File: config.mk
export PLATFORM = sky130hd
export DESIGN_NAME = uart_frame_rx_ctrl
export DESIGN_NICKNAME = d
export VERILOG_FILES = /design/src/rtl/uart_frame_rx_ctrl.sv
export SDC_FILE = /design/constraint.sdc
export NUM_CORES = 1
export LEC_CHECK = 0
export CAP_MARGIN = 20
export CORE_AREA = 2 2 106 211
export DETAILED_ROUTE_END_ITERATION = 8
export DIE_AREA = 0 0 108 213
export PLACE_DENSITY = 0.69
export SLEW_MARGIN = 20
export SYNTH_ARGS = -nofsm -noshare
export SYNTH_HDL_FRONTEND = slang
export SYNTH_SLANG_ARGS = --single-unit
export TNS_END_PERCENT = 50
File: constraint.sdc
create_clock -name clk -period 4 [get_ports clk]
set_clock_uncertainty 0.1 [all_clocks]
set_input_delay 0.4 -clock clk [delete_from_list [all_inputs] [get_ports clk]]
set_output_delay 0.4 -clock clk [all_outputs]
set_load 0.005 [all_outputs]
File: src/rtl/uart_frame_rx_ctrl.sv
// Frame controller behind a UART receiver: parses SOF|LEN|PAYLOAD|CSUM frames,
// buffers and verifies them, then releases the payload on a valid/ready byte stream.
module uart_frame_rx_ctrl #(
  parameter int          MAX_LEN      = 16,
  parameter logic [7:0]  SOF          = 8'hA5,
  parameter int          TIMEOUT_CLKS = 3480
) (
  input  logic        clk,
  input  logic        rst,
  input  logic [7:0]  byte_recv,
  input  logic        recv_valid,
  output logic [7:0]  out_data,
  output logic        out_valid,
  input  logic        out_ready,
  output logic        out_last,
  output logic        busy,
  output logic        err_len,
  output logic        err_csum,
  output logic        err_timeout,
  output logic        err_overrun,
  output logic [15:0] frame_count
);

  localparam int TW = $clog2(TIMEOUT_CLKS + 1);
  localparam int AW = (MAX_LEN > 1) ? $clog2(MAX_LEN) : 1;
  localparam logic [TW-1:0] TIMER_LAST = TW'(TIMEOUT_CLKS - 1);

  typedef enum logic [2:0] {
    ST_IDLE,
    ST_LEN,
    ST_PAYLOAD,
    ST_CSUM,
    ST_DRAIN
  } state_t;

  state_t        state_q, state_d;
  logic [7:0]    len_q, len_d;
  logic [7:0]    csum_q, csum_d;
  logic [7:0]    wr_idx_q, wr_idx_d;
  logic [7:0]    rd_idx_q, rd_idx_d;
  logic [TW-1:0] timer_q, timer_d;
  logic [15:0]   frame_count_q, frame_count_d;
  logic          err_len_q, err_len_d;
  logic          err_csum_q, err_csum_d;
  logic          err_timeout_q, err_timeout_d;
  logic          err_overrun_q, err_overrun_d;
  logic          wr_en;
  logic [7:0]    rd_data_q;
  logic          last_beat;

  logic [7:0] buf_mem [0:MAX_LEN-1];

  assign last_beat = (rd_idx_q == len_q - 8'd1);

  always_comb begin
    state_d       = state_q;
    len_d         = len_q;
    csum_d        = csum_q;
    wr_idx_d      = wr_idx_q;
    rd_idx_d      = rd_idx_q;
    timer_d       = timer_q;
    frame_count_d = frame_count_q;
    err_len_d     = 1'b0;
    err_csum_d    = 1'b0;
    err_timeout_d = 1'b0;
    err_overrun_d = 1'b0;
    wr_en         = 1'b0;

    // Shared inter-byte watchdog for the in-frame states; a byte in the expiry cycle wins.
    if (state_q == ST_LEN || state_q == ST_PAYLOAD || state_q == ST_CSUM) begin
      if (recv_valid) begin
        timer_d = '0;
      end else if (timer_q == TIMER_LAST) begin
        timer_d       = '0;
        err_timeout_d = 1'b1;
        state_d       = ST_IDLE;
      end else begin
        timer_d = timer_q + TW'(1);
      end
    end else begin
      timer_d = '0;
    end

    case (state_q)
      ST_IDLE: begin
        if (recv_valid && byte_recv == SOF) state_d = ST_LEN;
      end
      ST_LEN: begin
        if (recv_valid) begin
          if (byte_recv == 8'd0 || byte_recv > 8'(MAX_LEN)) begin
            err_len_d = 1'b1;
            state_d   = ST_IDLE;
          end else begin
            len_d    = byte_recv;
            csum_d   = byte_recv;
            wr_idx_d = 8'd0;
            state_d  = ST_PAYLOAD;
          end
        end
      end
      ST_PAYLOAD: begin
        if (recv_valid) begin
          wr_en    = 1'b1;
          csum_d   = csum_q ^ byte_recv;
          wr_idx_d = wr_idx_q + 8'd1;
          if (wr_idx_q == len_q - 8'd1) state_d = ST_CSUM;
        end
      end
      ST_CSUM: begin
        if (recv_valid) begin
          if (byte_recv == csum_q) begin
            rd_idx_d = 8'd0;
            state_d  = ST_DRAIN;
          end else begin
            err_csum_d = 1'b1;
            state_d    = ST_IDLE;
          end
        end
      end
      ST_DRAIN: begin
        if (recv_valid) err_overrun_d = 1'b1;
        if (out_ready) begin
          if (last_beat) begin
            frame_count_d = frame_count_q + 16'd1;
            state_d       = ST_IDLE;
          end else begin
            rd_idx_d = rd_idx_q + 8'd1;
          end
        end
      end
      default: state_d = ST_IDLE;
    endcase
  end

  always_ff @(posedge clk) begin
    if (rst) begin
      state_q       <= ST_IDLE;
      len_q         <= 8'd0;
      csum_q        <= 8'd0;
      wr_idx_q      <= 8'd0;
      rd_idx_q      <= 8'd0;
      timer_q       <= '0;
      frame_count_q <= 16'd0;
      err_len_q     <= 1'b0;
      err_csum_q    <= 1'b0;
      err_timeout_q <= 1'b0;
      err_overrun_q <= 1'b0;
    end else begin
      state_q       <= state_d;
      len_q         <= len_d;
      csum_q        <= csum_d;
      wr_idx_q      <= wr_idx_d;
      rd_idx_q      <= rd_idx_d;
      timer_q       <= timer_d;
      frame_count_q <= frame_count_d;
      err_len_q     <= err_len_d;
      err_csum_q    <= err_csum_d;
      err_timeout_q <= err_timeout_d;
      err_overrun_q <= err_overrun_d;
    end
  end

  // Read address follows rd_idx_d so the registered read lines up with rd_idx_q.
  always_ff @(posedge clk) begin
    if (wr_en) buf_mem[wr_idx_q[AW-1:0]] <= byte_recv;
    rd_data_q <= buf_mem[rd_idx_d[AW-1:0]];
  end

  assign out_valid   = (state_q == ST_DRAIN);
  assign out_data    = out_valid ? rd_data_q : 8'h00;
  assign out_last    = out_valid & last_beat;
  assign busy        = (state_q != ST_IDLE);
  assign err_len     = err_len_q;
  assign err_csum    = err_csum_q;
  assign err_timeout = err_timeout_q;
  assign err_overrun = err_overrun_q;
  assign frame_count = frame_count_q;

endmodule

==> results.json <==
{
  "status": "finished clean",
  "final_cell_mix": "edfxtp_1 (128), nor2_1 (118), nand2_1 (117), dfxtp_1 (75), clkdlybuf4s50_1 (41)",
  "ys_seq_elements": 203,
  "synth_edf_count": 128,
  "ys_seq_area_share_pct": 60.3,
  "overflow": 0,
  "end_kind": "flip-flop",
  "insertedDiodeCount": 0,
  "ys_async_sr_fraction_pct": 0,
  "path_class": "flip-flop to flip-flop",
  "fin_crit_sh_pct": 92.6,
  "cp_data_arrival_time_ns": 3.97,
  "ir_drop_mv": 0.366,
  "p_leak_nw": 3.52,
  "h-tree-depth": 1,
  "clock_latency_ns": 0.49,
  "numClockSinks": 203,
  "drcViolationCount": 0,
  "cts_setup_buffers": 0,
  "synth-compound-area-share_pct": 8.19,
  "synthAdderAreaFrac_pct": 1.13,
  "core_um2": 21400,
  "dominantRegCellSynth": "edfxtp_1",
  "cp_max_fo": 11,
  "clk_pin_slew_ns": 0.07,
  "placed_cells": 1123,
  "first_pass_iters": 5,
  "synth_warnings": 0,
  "drv_slew": 0,
  "antenna_found_initial": 0,
  "multi_input_area_um2": 3300,
  "worstHoldStart": "timer_q[0]",
  "die_x_um": 108,
  "placement.io_buffers": 42,
  "drt_iter0_markers": 408,
  "hold_path_class": "flip-flop to flip-flop",
  "final_common_cell": "edfxtp_1",
  "worstMarginPinSlew_ns": 0.980,
  "cts_hold_buf": 0,
  "total_power_mw": 3.80,
  "drive_above_1_share_pct": 8.42,
  "grt_pass1_vias": 6312,
  "gp_congestion": 0.940,
  "fin_tns_setup_ns": 0,
  "grt_pass1_wl_mm": 35.2,
  "whs_path_depth": 1,
  "pre_cts_ws_ns": 0.240,
  "fp.dieArea_um2": 23000,
  "cts_tree": "built",
  "cts-buffers-inserted": 17,
  "viasPerCell": 5.40,
  "layoutNonFillerInstCount": 1152,
  "nets": 889,
  "initial_core_util_pct": 41.4,
  "dpl_cell_area_um2": 9690,
  "grt_start_max_net_pins": 49,
  "syn-cell-area_um2": 8860,
  "r2r-start": "len_q[0]",
  "post-route-min-period_ns": 3.70,
  "r2r_cells": 13,
  "ios": 43,
  "synthMuxAreaShare_pct": 1.54,
  "utilization_pct": 47.6,
  "detail-route-antenna-nets": 0,
  "dp_hpwl_mm": 16.8,
  "areaGrowthSynthToFinish_pct": 14.8,
  "setup_ws_ns": 0.296,
  "postSynthAreaPerCell_um2": 10.9,
  "ff_latch_area_um2": 5350,
  "clk_path_buf_depth": 3,
  "power_density_nw_per_um2": 374,
  "cts_resized": 0,
  "ys_types": 58,
  "crit_start": "len_q[0]",
  "fill_cells": 1951,
  "synthXorXnorAreaFrac_pct": 6.17,
  "relSlewSlack_pct": 34.4,
  "cap_violations": 0,
  "grt_use_total_pct": 20.6,
  "rsz0062_at_grt": "no",
  "required_ns": 4.27,
  "vias": 6218,
  "final_area_um2": 10200,
  "start_kind": "flip-flop",
  "synth-simple-area-share_pct": 20.0,
  "setup_violations": 0,
  "root_buffer": "clkbuf_16",
  "hold_viol": 0,
  "syn_inst": 817,
  "routed_wl_mm": 23.0,
  "die_y_um": 213,
  "rows": 76,
  "synth_top_family_by_area": "simple AND/OR/NAND/NOR gates",
  "syn-num-nets": 837,
  "holdWs_ns": 0.380,
  "avgRoutedWirePerCell_um": 20.0,
  "fmax_mhz": 270
}
[synthesized netlist by cell type, types with 3 or more instances]
cell / count / area [um2]
or2_2: 4 / 25.0
nor4b_1: 3 / 26.3
or3_1: 5 / 31.3
nand3_1: 39 / 195
a32o_1: 8 / 80.1
nand4b_1: 3 / 26.3
nand2_1: 117 / 439
and3_1: 18 / 113
edfxtp_1: 128 / 3840
xnor2_1: 29 / 254
buf_2: 9 / 45.0
a21oi_1: 18 / 90.1
nor3b_1: 4 / 30.0
mux2i_1: 11 / 110
nand2b_1: 5 / 31.3
and2_1: 11 / 68.8
ha_1: 8 / 100
inv_1: 7 / 26.3
nor3_1: 15 / 75.1
a311o_1: 8 / 80.1
buf_6: 4 / 45.0
a31oi_1: 23 / 144
o21ai_0: 33 / 165
nand4_1: 14 / 87.6
clkbuf_1: 24 / 90.1
dfxtp_1: 75 / 1500
nor4_1: 4 / 25.0
xor2_1: 29 / 254
nor2_1: 118 / 443
a21boi_1: 7 / 52.6
[critical path, cell delays in order, from the launching register on]
cell and delay, ns:
dfxtp_1 0.46, inv_1 0.08, ha_1 0.24, xnor2_2 0.16
xnor2_1 0.17, nor4b_4 0.47, a21oi_4 0.12, buf_4 0.19
nor3b_2 0.23, a21o_1 0.44, buf_4 0.26, nand3_1 0.12
a32o_1 0.28, a311o_1 0.26
[worst paths after layout]
kind              slack (ns)            to
setup / recovery        0.30  rd_data_q[2]
hold / removal          0.38    timer_q[0]
setup reg to reg        0.30  rd_data_q[2]
hold reg to reg         0.38    timer_q[0]
[per-layer routing]
metal / up-vias / global-route usage, % / part of all wire (%) / wire length [um]
met2: 146 / 39.1 / 55 / 12700
met4: 0 / 15.3 / 7.7 / 1770
met5: - / 0 / 0 / 0
met1: 2995 / 19.7 / 34 / 7770
li1: 3003 / - / - / -
met3: 74 / 2.20 / 3.4 / 774
[layout make-up]
class,count,area share (%)
well taps,273,3.36
multi-input cells,565,32.4
repair buffers,75,6.64
flip-flops and latches,203,52.5
clock inverters,6,0.271
inverters,7,0.258
clock buffers,23,4.50
[where the power goes]
part | internal, mW | switching [mW] | leakage, nW
clock | 0.804 | 0.708 | 0.241
combinational | 0.0201 | 0.0499 | 1.52
sequential | 2.22 | 0.0000471 | 1.76
total | 3.04 | 0.758 | 3.52
[cells by family after synthesis]
group	after synthesis
mux	13
flops	203
simple gates	375
buf+inv	49
fa+ha+maj	8
compound gates	109
xor+xnor	60
[state kept, by name (all words and copies together), names as in the netlist, 3 cells and up]
register	count
rd_data_q	8
wr_idx_q	8
frame_count	16
rd_idx_q	8
state_q	3
csum_q	8
buf_mem	128
timer_q	12
len_q	8
No activity file was read; power rests on OpenSTA's default activity.
